===== config.mk =====
export PLATFORM = sky130hd
export DESIGN_NAME = switch_box_pipe
export DESIGN_NICKNAME = d
export VERILOG_FILES = /design/src/rtl/switch_box_pkg.sv /design/src/rtl/sb_track_mux.sv /design/src/rtl/switch_box_pipe.sv
export SDC_FILE = /design/constraint.sdc
export NUM_CORES = 1
export LEC_CHECK = 0
export BUFFER_PORTS_ARGS = -buffer_cell sky130_fd_sc_hd__buf_2
export CELL_PAD_IN_SITES_DETAIL_PLACEMENT = 0
export CELL_PAD_IN_SITES_GLOBAL_PLACEMENT = 1
export CORE_MARGIN = 2
export CORE_UTILIZATION = 45
export CTS_BUF_LIST = sky130_fd_sc_hd__clkbuf_4 sky130_fd_sc_hd__clkbuf_8
export DETAILED_ROUTE_END_ITERATION = 10
export MAX_ROUTING_LAYER = met4
export PLACE_DENSITY_LB_ADDON = 0.3
export SYNTH_ARGS = -nofsm -noshare
export SYNTH_HDL_FRONTEND = slang
export SYNTH_SLANG_ARGS = --single-unit

===== constraint.sdc =====
create_clock -name clk -period 1.25 [get_ports clk]
set_clock_uncertainty 0.2 [all_clocks]
set_input_delay 0.0625 -clock clk [delete_from_list [all_inputs] [get_ports clk]]
set_output_delay 0.0625 -clock clk [all_outputs]
set_load 0.005 [all_outputs]

===== src/rtl/switch_box_pkg.sv =====
// switch_box_pkg: shared encoding and sizing helpers for the switch box.
//   - source-select encoding: neighbour sides first (ascending, own side
//     skipped), then PE outputs, anything beyond that drives zero
//   - width helpers for the select field and the full config entry
//   - config entry field offsets (sel in the low bits, reg_en on top)
package switch_box_pkg;

    // Source-select encoding
    localparam int SRC_SIDE_BASE = 0;

    function automatic int pe_sel_base(input int num_sides);
        return num_sides - 1;
    endfunction

    function automatic int nsrc_f(input int num_sides, input int num_pe);
        return num_sides - 1 + num_pe;
    endfunction

    // One extra code point beyond the real sources so there is always an
    // encoding that selects zero.
    function automatic int sel_w_f(input int num_sides, input int num_pe);
        return $clog2(nsrc_f(num_sides, num_pe) + 1);
    endfunction

    function automatic int cfg_w_f(input int num_sides, input int num_pe);
        return sel_w_f(num_sides, num_pe) + 1;
    endfunction

    // Config entry field offsets
    localparam int CFG_SEL_LSB = 0;

    function automatic int cfg_reg_en_bit(input int num_sides, input int num_pe);
        return sel_w_f(num_sides, num_pe);
    endfunction

    // k-th neighbour side of side 'own', counting upward and skipping 'own'.
    function automatic int side_skip(input int k, input int own);
        return (k < own) ? k : k + 1;
    endfunction

endpackage


===== src/rtl/sb_track_mux.sv =====
// sb_track_mux: one output track of the switch box.
//   Selects one of NSRC candidate sources (sel >= NSRC gives zero) and
//   optionally retimes it through a WIDTH-bit register that reloads every
//   cycle, so flipping reg_en never needs a refill sequence.
// Ports:
//   clk, reset  : clock, synchronous active-high reset (clears the register)
//   srcs        : NSRC*WIDTH packed candidates, source i at [i*WIDTH +: WIDTH]
//   sel         : source select
//   reg_en      : 1 = registered output, 0 = combinational bypass
//   out         : routed track value
module sb_track_mux #(
    parameter int NSRC  = 4,
    parameter int WIDTH = 1,
    parameter int SEL_W = 3
) (
    input  logic                  clk,
    input  logic                  reset,
    input  logic [NSRC*WIDTH-1:0] srcs,
    input  logic [SEL_W-1:0]      sel,
    input  logic                  reg_en,
    output logic [WIDTH-1:0]      out
);

    logic [WIDTH-1:0] mux_val;
    logic [WIDTH-1:0] pipe_q;

    always_comb begin
        mux_val = '0;
        for (int i = 0; i < NSRC; i++) begin
            if (sel == SEL_W'(i))
                mux_val = srcs[i*WIDTH +: WIDTH];
        end
    end

    // Loaded regardless of reg_en: on a 0->1 switch the register already
    // holds the value sampled in the commit cycle.
    always_ff @(posedge clk) begin
        if (reset)
            pipe_q <= '0;
        else
            pipe_q <= mux_val;
    end

    assign out = reg_en ? pipe_q : mux_val;

endmodule


===== src/rtl/switch_box_pipe.sv =====
// switch_box_pipe: configurable switch box with per-output optional retiming.
//   Each output (side s, track t) picks a neighbour side's same track or a
//   PE output. Config is written into a shadow table and copied to the
//   active table on cfg_commit, so routing changes atomically.
// Ports:
//   clk, reset   : clock, synchronous active-high reset
//   in_tracks    : side s track t at [(s*NUM_TRACKS+t)*WIDTH +: WIDTH]
//   out_tracks   : same packing as in_tracks
//   pe_out       : PE p at [p*WIDTH +: WIDTH]
//   cfg_valid    : config write request
//   cfg_ready    : write accepted when cfg_valid && cfg_ready (low on commit)
//   cfg_addr     : output index s*NUM_TRACKS+t
//   cfg_data     : {reg_en, sel}
//   cfg_commit   : copy shadow to active
//   cfg_err      : sticky, set by an accepted out-of-range write
//   cfg_rdata    : (SB_CFG_READBACK_EN only) active[cfg_addr], registered
//                  in cycles with cfg_valid=0
// Optional feature macro: SB_CFG_READBACK_EN
module switch_box_pipe
    import switch_box_pkg::*;
#(
    parameter  int NUM_SIDES  = 4,
    parameter  int NUM_TRACKS = 4,
    parameter  int WIDTH      = 1,
    parameter  int NUM_PE     = 1,
    localparam int NUM_OUT    = NUM_SIDES * NUM_TRACKS,
    localparam int NSRC       = nsrc_f(NUM_SIDES, NUM_PE),
    localparam int SEL_W      = sel_w_f(NUM_SIDES, NUM_PE),
    localparam int CFG_W      = cfg_w_f(NUM_SIDES, NUM_PE),
    // Wide enough to express index NUM_OUT, so an out-of-range write is
    // representable even when NUM_OUT is a power of two.
    localparam int ADDR_W     = $clog2(NUM_OUT + 1)
) (
    input  logic                     clk,
    input  logic                     reset,
    input  logic [NUM_OUT*WIDTH-1:0] in_tracks,
    output logic [NUM_OUT*WIDTH-1:0] out_tracks,
    input  logic [NUM_PE*WIDTH-1:0]  pe_out,
    input  logic                     cfg_valid,
    output logic                     cfg_ready,
    input  logic [ADDR_W-1:0]        cfg_addr,
    input  logic [CFG_W-1:0]         cfg_data,
    input  logic                     cfg_commit,
    output logic                     cfg_err
`ifdef SB_CFG_READBACK_EN
    ,
    output logic [CFG_W-1:0]         cfg_rdata
`endif
);

    localparam int REN_BIT = cfg_reg_en_bit(NUM_SIDES, NUM_PE);
    localparam int PE_BASE = pe_sel_base(NUM_SIDES);

    logic [NUM_OUT-1:0][CFG_W-1:0] shadow;
    logic [NUM_OUT-1:0][CFG_W-1:0] active;
    logic                          cfg_wr;
    logic                          addr_bad;

    // Commit wins over a concurrent write; the write simply stalls.
    assign cfg_ready = ~cfg_commit;
    assign cfg_wr    = cfg_valid & cfg_ready;
    assign addr_bad  = (cfg_addr >= ADDR_W'(NUM_OUT));

    always_ff @(posedge clk) begin
        if (reset) begin
            shadow  <= '0;
            active  <= '0;
            cfg_err <= 1'b0;
        end else begin
            if (cfg_wr) begin
                if (addr_bad) begin
                    cfg_err <= 1'b1;
                end else begin
                    for (int i = 0; i < NUM_OUT; i++) begin
                        if (cfg_addr == ADDR_W'(i))
                            shadow[i] <= cfg_data;
                    end
                end
            end
            if (cfg_commit)
                active <= shadow;
        end
    end

`ifdef SB_CFG_READBACK_EN
    always_ff @(posedge clk) begin
        if (reset) begin
            cfg_rdata <= '0;
        end else if (!cfg_valid) begin
            cfg_rdata <= '0;
            for (int i = 0; i < NUM_OUT; i++) begin
                if (cfg_addr == ADDR_W'(i))
                    cfg_rdata <= active[i];
            end
        end
    end
`endif

    // Per-output candidate vectors: neighbour sides in ascending order
    // (own side skipped), then PE outputs.
    for (genvar s = 0; s < NUM_SIDES; s++) begin : g_side
        for (genvar t = 0; t < NUM_TRACKS; t++) begin : g_track
            localparam int O = s * NUM_TRACKS + t;
            logic [NSRC*WIDTH-1:0] srcs;

            for (genvar k = 0; k < NUM_SIDES - 1; k++) begin : g_nbr
                localparam int KP = side_skip(k, s);
                assign srcs[(SRC_SIDE_BASE+k)*WIDTH +: WIDTH] =
                    in_tracks[(KP*NUM_TRACKS+t)*WIDTH +: WIDTH];
            end

            for (genvar p = 0; p < NUM_PE; p++) begin : g_pe
                assign srcs[(PE_BASE+p)*WIDTH +: WIDTH] = pe_out[p*WIDTH +: WIDTH];
            end

            sb_track_mux #(
                .NSRC  (NSRC),
                .WIDTH (WIDTH),
                .SEL_W (SEL_W)
            ) u_mux (
                .clk    (clk),
                .reset  (reset),
                .srcs   (srcs),
                .sel    (active[O][CFG_SEL_LSB +: SEL_W]),
                .reg_en (active[O][REN_BIT]),
                .out    (out_tracks[O*WIDTH +: WIDTH])
            );
        end
    end

endmodule


# Word level (Yosys, flattened, before mapping)
# Index checks and enable logic that the tools add are counted.
# classes
eq_ne	63
bitwise_logic	3
n_reduce_logical	34
mux	80
magnitude_cmp	1
# ops
operator	n
3-bit by 2-bit == test with 1-bit output (second input constant)	32
1-bit two-way mux	80
3-bit by 1-bit == test with 1-bit output (second input constant)	16
3-bit zero test	16
3-bit AND reduction	16
5-bit by 4-bit == test with 1-bit output (second input constant)	8
5-bit by 3-bit == test with 1-bit output (second input constant)	4
5-bit by 2-bit == test with 1-bit output (second input constant)	2
5-bit by 1-bit == test with 1-bit output (second input constant)	1
5-bit greater-or-equal comparator (second input constant)	1
5-bit zero test	1
1-bit NOT	2
2-bit AND reduction	1
1-bit AND	1
# word_totals
wordCells	230
input_bits	30
output_inout_bits	18
regBits	145

# Depth between registers and ports, before layout
# Gate-level depths: netlist (run 1).
# logic_depth
ltp_word	6
depth_mapped	5
depth_no_buf	3

# Modules after synthesis
# From an unflattened synthesis (run 1), not the netlist that was laid out.
# hier_totals
cells_unflattened	529
area_unflattened_um2	5954.5
# modules_own_cells
mod	cells_each	n_inst	seq_area_each_um2	area_per_inst_um2
switch_box_pipe	449	1	2582.5	4873.4
sb_track_mux	5	16	20.0	67.6

# Worst setup path after synthesis (run 1)
# OpenSTA, ideal clock, no wires.
# synth_timing
kind	register to output
start	register active[41] in the netlist's numbering
end	output out_tracks[10]
path_stages_with_launch	5
path_slack_ps	-147
arrival_ps	1135
required_ps	988
path_cell_list	dfxtp_1 mux4_1 nand2b_1 o21ai_0 buf_4
# synth_via
elab_chain_cells	6
# synth_rtl
item	line_no	text
start: declaration	switch_box_pipe.sv:55	logic [NUM_OUT-1:0][CFG_W-1:0] active;
start signal: assignment	switch_box_pipe.sv:81	active <= shadow;
3-bit zero test	sb_track_mux.sv:30	if (sel == SEL_W'(i))
1-bit two-way mux (3 in a row)	sb_track_mux.sv:30	
1-bit two-way mux (*)	sb_track_mux.sv:30	
1-bit two-way mux (*)	sb_track_mux.sv:44	assign out = reg_en ? pipe_q : mux_val;
end: declaration	switch_box_pipe.sv:37	output logic [NUM_OUT*WIDTH-1:0] out_tracks,
# Mark *: on every way between the ends. The rest lies on a longest branch, timed or not.

# Worst setup path in the final report (run 1)
# layout_timing
start	register active[33] in the netlist's numbering
end	output out_tracks[8]
# Same word-level chain as after synthesis.

==> results.py, run 1 <==
metrics = {
    "run_status": {
        "outcome": "complete, but fails checks",
        "violations": "hold timing, setup timing",
    },
    "detailed_routing": {
        "final_antenna_net_count": 0,
        "drt_iter0_markers": 257,
        "dr.pass1.iters": 4,
        "drc": 0,
        "wl_per_cell_um": 16.7,
        "vias": 4075,
        "drt_wl_total_mm": 13.4,
        "vias_per_cell": 5.06,
    },
    "critical_path": {
        "r2r_cells": 5,
        "path_max_fanout": 2,
        "cpLargestDelayFamily": "multiplexers",
        "r2r_setup_slack_ps": -310,
        "path_class": "reg2out",
        "path_cells": "mux4_2 > nand2b_4 > o21ai_2 > buf_2",
        "worstSetupEndpointType": "output port",
        "cpPeakStageDelay_ps": 560,
        "required_ps": 990,
        "rr_startpoint": "active[33]",
        "worstPathArrival_ps": 1650,
        "path_buf_inv": 1,
        "worst_path_max_delay_cell": "mux4_2",
        "worstReg2RegEnd": "g_side[2].g_track[0].u_mux.pipe_q",
        "startpoint": "active[33]",
        "cp-start-kind": "flip-flop",
    },
    "die": {
        "ios": 48,
        "fp-row-count": 42,
        "chipWidth_um": 121,
        "initial_core_util": 0.463,
        "core_area_um2": 13200,
        "dieArea_um2": 14600,
        "die_h_um": 121,
    },
    "synth": {
        "synth_ff_type": "dfxtp_1",
        "syn_inst": 568,
        "netlist.area_leader.share": 0.474,
        "syn_avg_cell_area_um2": 10.8,
        "syn_area_um2": 6130,
        "yosys.cell_types.count": 26,
        "synthArstFlopShare": 0,
        "synth_edf_count": 0,
        "synth.net_count": 598,
        "yosysSeqAreaShare": 0.474,
        "synth_seq_cells": 145,
        "synthTopCellsByArea": "dfxtp_1 (47%), mux2i_1 (21%), nand2b_1 (8.6%)",
        "yosysWarnings": 0,
        "synth_top_cell_by_area": "dfxtp_1",
    },
    "clock_tree": {
        "insertion_delay_ps": 450,
        "cts-buffers-inserted": 17,
        "root_buffer": "clkbuf_8",
        "clkSlewWorstSetupHoldPaths_ps": 70,
        "cts_tree": "yes",
        "cts.htree.levels": 4,
        "clkSinkCount": 145,
        "clockBufferDepth": 2,
    },
    "sta": {
        "rsz0062_at_grt": "yes",
        "whs_ps": -78.7,
        "setup_ws_ps": -666,
        "relSlewSlack": 0.698,
        "layout_min_cycle_time_ps": 1920,
        "max_freq_mhz": 522,
        "hold_violations": 23,
        "setup_viol": 32,
        "worstMarginPinSlew_ps": 453,
        "slew_viol_final": 0,
        "fin_crit_sh": 1.53,
    },
    "finish": {
        "diodes": 0,
        "drive_gt1_frac": 0.280,
        "nNetsFinal": 646,
        "area_growth_pct": 15.9,
        "fillers": 1223,
    },
    "power": {
        "power_mw": 9.16,
        "seqPwrFrac": 0.509,
        "p_int_mw": 7.00,
        "p_leak_nw": 3.22,
        "combPwrFrac": 0.074,
        "ir_drop_mv": 0.631,
        "switching_share": 0.236,
        "clock_power_share": 0.417,
        "power_density_nw_per_um2": 1290,
        "p_sw_mw": 2.16,
    },
    "global_route": {
        "grt.overflow.total": 0,
        "grt_pass1_vias": 4133,
        "grt_pass1_wl_mm": 21.6,
        "antenna_found_initial": 0,
        "grt.total_usage": 0.204,
        "grt_max_degree": 79,
    },
    "worst_hold_path": {
        "min_path_type": "in2reg",
        "min_from": "cfg_commit",
        "holdPathEnd": "shadow[7]",
        "hold_path_depth": 4,
    },
    "place": {
        "dp_slack_ps": -215,
        "port_buffers": 47,
        "hpwl_mm": 8.88,
        "place_congestion": 0.775,
    },
    "job": {
        "maxCapViolCount": 0,
    },
}
-- cells by family (layout without fill, tap and decap cells) --
kind of cell	count (synthesis)	count (layout)	synth area share
AOI/OAI and AO/OA	17	17	0.0141
muxes	144	144	0.272
and+or+nand+nor	207	207	0.184
buffers and inverters	55	116	0.0554
DFF	145	145	0.474
-- how the worst max path moves through the flow --
stage                           endpoint  slack (ps)  cells after the start
after floorplan           out_tracks[10]         -80                      4
after global placement     out_tracks[8]        -200                      4
after detailed placement   out_tracks[8]        -220                      4
after CTS                  out_tracks[8]        -730                      4
after global routing       out_tracks[8]        -730                      4
final                      out_tracks[8]        -670                      4
-- worst reg2reg max path, cell delays in order, from the launching register on --
cell,delay [ps]
dfxtp_4,370
mux4_2,560
nand2b_4,110
buf_4,100
buf_4,90
nor2_1,30
-- metal layers --
layer  GRT usage  wire length (um)
met2       0.313              6130
met1       0.268              6340
met5           -                 0
met3      0.0453               783
met4      0.0698               167
-- cell usage after synthesis (2+ instances only) --
library cell,n
and4bb_2,2
buf_2,15
buf_4,26
buf_6,2
clkbuf_1,10
dfxtp_1,145
mux2i_1,128
mux4_1,7
mux4_2,9
nand2_1,23
nand2_2,4
nand2b_1,84
nand4_2,4
nor2_1,83
o21ai_0,12
o21ai_1,4
-- sequential cells by signal, indices dropped and copies added, names as in the netlist --
signal,flops
active,64
shadow,64
cfg_err,1
g_side.g_track.u_mux.pipe_q,16
-- power groups by stage --
stage / Sequential [mW] / Clock [mW] / Combinational, mW
finish: 4.67 / 3.82 / 0.678
global route: 4.67 / 4.13 / 0.729
CTS: 4.67 / 3.92 / 0.675
detailed placement: 4.78 / 0 / 0.617
global placement: 4.78 / 0 / 0.610
floorplan: 4.77 / 0 / 0.418
-- through the flow --
stage          setup TNS (ps)  instances  utilization  cell area [um^2]
2_1_floorplan           -1230        568            -              6120
3_3_place_gp            -4960        755        0.486              6430
3_5_place_dp            -6950        755        0.486              6430
4_1_cts                -17110        809        0.533              7050
5_1_grt                -13480        805        0.536              7100
6_report               -11630        805        0.536              7100
-- area by class of cell --
class                      instances  area (um^2)  share of cell area
clock buffer                      19          255              0.0359
clock inverter                    13          163              0.0229
inverter                           1         3.75            0.000529
multi-input combinational        368         2950               0.415
sequential                       145         2930               0.412
tap                              176          220              0.0310
timing repair buffer              83          586              0.0825
-- what timing repair did --
action,CTS,global route
resized for setup,5,22
hold buffers,9,1
setup buffers,14,3
pin swaps,0,3
endpoints found under the hold margin,145,21
setup endpoints to repair,32,80
-- placed cells by master, fill, tap and decap left out --
cell type,n
dlygate4sd3_1,7
buf_2,45
clkbuf_4,1
buf_6,2
clkinv_2,2
nand2b_1,77
nand2b_4,7
clkinv_4,2
o21ai_2,5
and4bb_2,2
mux4_2,16
bufinv_16,3
nor4_4,1
dfxtp_4,1
inv_1,1
mux2i_1,128
nor2_1,75
clkbuf_8,18
and2_2,1
o21ai_1,11
buf_4,25
a31oi_1,1
nor2_2,8
dfxtp_2,15
dfxtp_1,129
buf_12,4
nand2_1,23
nor4b_4,1
and4b_1,1
clkinvlp_4,6
and3b_2,1
nor4b_2,1
nand2_2,4
nand4_2,4
nor3b_4,1
No activity file was read; power rests on OpenSTA's default activity.
==> run 2: changes to the inputs <==
--- a/config.mk
+++ b/config.mk
@@ -9,8 +9,7 @@
 export CELL_PAD_IN_SITES_DETAIL_PLACEMENT = 0
 export CELL_PAD_IN_SITES_GLOBAL_PLACEMENT = 1
 export CORE_MARGIN = 2
-export CORE_UTILIZATION = 45
-export CTS_BUF_LIST = sky130_fd_sc_hd__clkbuf_4 sky130_fd_sc_hd__clkbuf_8
+export CORE_UTILIZATION = 43
 export DETAILED_ROUTE_END_ITERATION = 10
 export MAX_ROUTING_LAYER = met4
 export PLACE_DENSITY_LB_ADDON = 0.3
==> results.py, run 2 (same netlist as run 1, synthesis figures left out) <==
metrics = {
    "run_status": {
        "outcome": "complete, but fails checks",
        "violations": "hold timing, setup timing",
    },
    "global_route": {
        "grt_pass1_vias": 4035,
        "grt_max_degree": 65,
        "grt.overflow.total": 0,
        "antenna_found_initial": 0,
        "grt.total_usage": 0.197,
        "grt_pass1_wl_mm": 21.5,
    },
    "power": {
        "p_sw_mw": 2.18,
        "switching_share": 0.214,
        "seqPwrFrac": 0.461,
        "ir_drop_mv": 1.09,
        "clock_power_share": 0.472,
        "combPwrFrac": 0.067,
        "power_density_nw_per_um2": 1400,
        "p_leak_nw": 3.30,
        "p_int_mw": 7.98,
    },
    "die": {
        "ios": 48,
        "initial_core_util": 0.441,
        "fp-row-count": 43,
        "chipWidth_um": 123,
        "core_area_um2": 13900,
        "die_h_um": 123,
        "dieArea_um2": 15200,
    },
    "clock_tree": {
        "root_buffer": "clkbuf_16",
        "insertion_delay_ps": 420,
        "clkSlewWorstSetupHoldPaths_ps": 60,
        "cts_tree": "yes",
        "cts_hold_buf": 8,
        "clockBufferDepth": 2,
        "clkSinkCount": 145,
        "cts.htree.levels": 4,
        "cts-buffers-inserted": 17,
    },
    "critical_path": {
        "worstSetupEndpointType": "output port",
        "path_max_fanout": 2,
        "cp-start-kind": "flip-flop",
        "worstPathArrival_ps": 1580,
        "path_class": "reg2out",
        "required_ps": 990,
    },
    "sta": {
        "relSlewSlack": 0.743,
        "setup_ws_ps": -592,
        "layout_min_cycle_time_ps": 1840,
        "hold_violations": 22,
        "worstMarginPinSlew_ps": 385,
        "fin_crit_sh": 1.47,
        "whs_ps": -37.9,
        "rsz0062_at_grt": "yes",
        "setup_viol": 32,
        "slew_viol_final": 0,
        "max_freq_mhz": 543,
        "setup_tns_ps": -10580,
    },
    "finish": {
        "nNetsFinal": 646,
        "final_cell_mix": "dfxtp_1 (129), mux2i_1 (128), nand2b_1 (78), nor2_1 (77), buf_2 (45)",
        "reg.largest.list": "active x64, shadow x64, g_side.g_track.u_mux.pipe_q x16",
        "diodes": 0,
        "drive_gt1_frac": 0.265,
        "area_growth_pct": 18.1,
        "final_common_cell": "dfxtp_1",
    },
    "detailed_routing": {
        "dr.pass1.iters": 4,
        "drt_wl_total_mm": 13.6,
        "drt_iter0_markers": 228,
        "vias_per_cell": 5.05,
        "drc": 0,
        "final_antenna_net_count": 0,
        "wl_per_cell_um": 16.8,
        "vias": 4077,
    },
    "place": {
        "hpwl_mm": 8.93,
        "dp_slack_ps": -151,
        "port_buffers": 47,
        "place_congestion": 0.752,
    },
    "job": {
        "maxCapViolCount": 0,
    },
    "worst_hold_path": {
        "min_path_type": "in2reg",
    },
}
-- run 2: power groups by stage --
| stage | Sequential [mW] | Clock [mW] | Combinational, mW |
|---|---|---|---|
| 6_report | 4.68 | 4.79 | 0.685 |
| 5_1_grt | 4.68 | 5.12 | 0.735 |
| 4_1_cts | 4.68 | 4.92 | 0.661 |
| 3_5_place_dp | 4.78 | 0 | 0.629 |
| 3_3_place_gp | 4.78 | 0 | 0.623 |
| 2_1_floorplan | 4.77 | 0 | 0.418 |
-- run 2: per-stage QoR --
step / util / hold WS [ps] / cell area, um^2 / total power, mW / cells
after global placement: 0.465 / 135 / 6450 / 5.40 / 761
after floorplan: - / 20.8 / 6120 / 5.19 / 568
final: 0.521 / -37.9 / 7230 / 10.2 / 807
after CTS: 0.514 / -48.7 / 7130 / 10.3 / 805
after global routing: 0.521 / -14.7 / 7230 / 10.5 / 807
after detailed placement: 0.465 / 164 / 6450 / 5.41 / 761
-- run 2: worst paths after layout --
path              start                                end  slack (ps)  cells after the start
max          active[61]                     out_tracks[15]        -590                      4
min          cfg_commit                          shadow[4]         -40                      4
max reg2reg  active[57]  g_side[3].g_track[2].u_mux.pipe_q        -160                      4
min reg2reg  shadow[17]                         shadow[17]         270                      2
-- run 2: worst max-delay path, cell delays in order (launching register included) --
cell      delay (ps)
dfxtp_2          340
mux4_2           490
nand2b_1         120
o21ai_1           90
buf_2            130
-- run 2: cell type report --
type | count | area, um^2
multi-input cells | 368 | 2940
repair buffers | 83 | 588
fillers | 1248 | 6650
well taps | 180 | 225
flip-flops and latches | 145 | 2920
inverters | 1 | 3.75
clock inverters | 6 | 82.6
clock buffers | 24 | 472
-- run 2: metal layers --
metal | part of all wire | track usage | up-vias | routed length (um)
li1 | - | - | 1988 | -
met1 | 0.49 | 0.271 | 1990 | 6620
met2 | 0.45 | 0.285 | 87 | 6130
met3 | 0.046 | 0.0475 | 12 | 627
met4 | 0.015 | 0.0661 | 0 | 206
met5 | 0 | - | - | 0
-- run 2: what timing repair did --
item / 4_1_cts / 5_1_grt
hold endpoints to repair: 145 / 4
setup endpoints to repair: 32 / 32
pin swaps: 1 / 3
gates resized for setup: 1 / 19
setup buffers: 6 / 3
==> run 3: changes to the inputs <==
--- a/config.mk
+++ b/config.mk
@@ -5,14 +5,16 @@
 export SDC_FILE = /design/constraint.sdc
 export NUM_CORES = 1
 export LEC_CHECK = 0
+export ABC_AREA = 1
 export BUFFER_PORTS_ARGS = -buffer_cell sky130_fd_sc_hd__buf_2
 export CELL_PAD_IN_SITES_DETAIL_PLACEMENT = 0
 export CELL_PAD_IN_SITES_GLOBAL_PLACEMENT = 1
 export CORE_MARGIN = 2
-export CORE_UTILIZATION = 43
+export CORE_UTILIZATION = 39
 export DETAILED_ROUTE_END_ITERATION = 10
 export MAX_ROUTING_LAYER = met4
 export PLACE_DENSITY_LB_ADDON = 0.3
 export SYNTH_ARGS = -nofsm -noshare
 export SYNTH_HDL_FRONTEND = slang
 export SYNTH_SLANG_ARGS = --single-unit
+export TNS_END_PERCENT = 50
==> results.py, run 3 <==
metrics = {
    "run_status": {
        "outcome": "complete, but fails checks",
        "violations": "hold timing, setup timing",
    },
    "job": {
        "maxCapViolCount": 0,
    },
    "critical_path": {
        "r2r_cells": 6,
        "worstPathArrival_ps": 1370,
        "worstSetupEndpointType": "output port",
        "required_ps": 990,
        "worstReg2RegEnd": "g_side[3].g_track[3].u_mux.pipe_q",
        "path_class": "reg2out",
        "r2r_setup_slack_ps": 150,
        "rr_startpoint": "active[60]",
        "path_max_fanout": 4,
        "cp-start-kind": "flip-flop",
    },
    "finish": {
        "design_area_um2": 8310,
        "diodes": 0,
        "drive_gt1_frac": 0.262,
        "final_cell_mix": "nand2_1 (165), inv_1 (124), dfxtp_1 (124), nor2_1 (122), nand4_1 (64)",
        "final_common_cell": "nand2_1",
        "reg.largest.list": "active x64, shadow x64, g_side.g_track.u_mux.pipe_q x16",
        "nNetsFinal": 1032,
        "area_growth_pct": 26.6,
    },
    "sta": {
        "max_freq_mhz": 612,
        "layout_min_cycle_time_ps": 1640,
        "worstMarginPinSlew_ps": 388,
        "fin_crit_sh": 1.31,
        "hold_violations": 19,
        "rsz0062_at_grt": "yes",
        "setup_ws_ps": -385,
        "relSlewSlack": 0.741,
        "setup_viol": 16,
        "slew_viol_final": 0,
        "whs_ps": -152,
    },
    "clock_tree": {
        "root_buffer": "clkbuf_16",
        "clkSlewWorstSetupHoldPaths_ps": 60,
        "clkSinkCount": 145,
        "clockBufferDepth": 2,
        "insertion_delay_ps": 420,
        "cts_hold_buf": 9,
        "cts_tree": "yes",
        "cts-buffers-inserted": 17,
        "cts.htree.levels": 4,
    },
    "detailed_routing": {
        "dr.pass1.iters": 4,
        "wl_per_cell_um": 13.7,
        "final_antenna_net_count": 0,
        "vias": 5862,
        "drc": 0,
        "drt_wl_total_mm": 16.8,
        "drt_iter0_markers": 326,
        "vias_per_cell": 4.76,
    },
    "synth": {
        "synth.net_count": 975,
        "synth_edf_count": 0,
        "yosysMostFrequentCell": "nand2_1",
        "synthTopCellsByArea": "dfxtp_1 (44%), nand2_1 (11%), inv_1 (8.0%)",
        "yosys.cell_types.count": 22,
        "syn_area_um2": 6560,
        "synth_top_cell_by_area": "dfxtp_1",
        "yosysWarnings": 0,
        "synthTopCellsByCount": "nand2_1 (188), dfxtp_1 (145), inv_1 (140), nor2_1 (123), o21ai_0 (77)",
        "yosysSeqAreaShare": 0.442,
        "synth_seq_cells": 145,
        "syn_inst": 945,
        "synth_ff_type": "dfxtp_1",
        "netlist.area_leader.share": 0.442,
        "syn_avg_cell_area_um2": 6.94,
        "synthArstFlopShare": 0,
    },
    "global_route": {
        "grt_pass1_vias": 5311,
        "antenna_found_initial": 0,
        "grt_max_degree": 67,
        "grt_pass1_wl_mm": 27.2,
        "grt.overflow.total": 0,
        "grt.total_usage": 0.200,
    },
    "power": {
        "power_density_nw_per_um2": 1340,
        "power_mw": 11.1,
        "ir_drop_mv": 0.996,
        "p_leak_nw": 3.62,
    },
    "place": {
        "place_congestion": 0.763,
        "hpwl_mm": 10.7,
        "port_buffers": 47,
        "place_area_um2": 7180,
    },
    "die": {
        "initial_core_util": 0.397,
        "core_area_um2": 16500,
        "ios": 48,
        "dieArea_um2": 17900,
        "die_h_um": 134,
        "chipWidth_um": 134,
        "fp-row-count": 47,
    },
    "worst_hold_path": {
        "hold_path_depth": 5,
        "min_from": "in_tracks[14]",
        "min_path_type": "in2reg",
        "holdPathEnd": "g_side[0].g_track[2].u_mux.pipe_q",
    },
}
## run 3: changes by cell type in the layout (fill, tap and decap cells not counted), sizes merged, moves of 47 or more
cell / change
a21oi: +58
inv: +143
mux2i: -128
nand2: +162
nand2b: -84
nand3: +61
nand4: +60
nor2: +47
o21ai: +64
## run 3: worst max-delay path by stage
stage / from / end / slack, ps
6_report: active[44] / out_tracks[11] / -390
5_1_grt: active[44] / out_tracks[11] / -460
4_1_cts: active[44] / out_tracks[11] / -450
3_5_place_dp: active[44] / out_tracks[11] / -70
3_3_place_gp: active[44] / out_tracks[11] / -80
2_1_floorplan: cfg_commit / shadow[1] / 80
## run 3: cells by family after synthesis
family                 count (synthesis)  share of synthesized area
buffers and inverters                217                      0.149
flip-flops                           145                      0.442
AND/OR/NAND/NOR                      444                      0.302
AO/OA/AOI/OAI                        139                      0.106
## run 3: metrics by stage
step | TNS [ps] | setup slack (ps) | utilization | cells
finish | -4560 | -385 | 0.503 | 1232
floorplan | 0 | 82.8 | - | 945
detailed placement | -1440 | -66.4 | 0.434 | 1181
global placement | -1010 | -75.1 | 0.434 | 1181
global route | -5900 | -458 | 0.503 | 1232
CTS | -6310 | -446 | 0.480 | 1222
## run 3: area by class of cell
cell class,instances,area [um^2]
multi-input cells,583,3000
inverters,144,551
fillers,1633,8220
clock inverters,7,85.1
flip-flops and latches,145,2940
clock buffers,22,474
repair buffers,111,982
well taps,220,275
## run 3: repair_timing
item | CTS | global route
pin swaps | 16 | 28
gates resized for setup | 49 | 94
endpoints found under the hold margin | 81 | 14
setup buffers | 3 | 9
endpoints found under the setup margin | 16 | 56
gates cloned | 0 | 1
## run 3: per-layer routing
metal,up-vias,track usage,wire [um]
met4,0,0.0656,193
met1,2678,0.269,8340
met3,12,0.0384,619
met5,-,-,0
li1,3096,-,-
met2,76,0.303,7680
## run 3: power by group
| group | internal (mW) | total (mW) | leakage, nW | switching, mW |
|---|---|---|---|---|
| logic | 0.567 | 1.34 | 2.14 | 0.773 |
| registers | 4.79 | 4.89 | 1.19 | 0.0962 |
| clock network | 3.04 | 4.89 | 0.281 | 1.85 |
## run 3: worst max-delay path, cell delays in order, from the launching register on
cell	delay [ps]
dfxtp_4	360
inv_4	60
nand2_2	40
nand3_2	60
nand3_2	80
o21ai_2	130
buf_4	130
buf_6	90
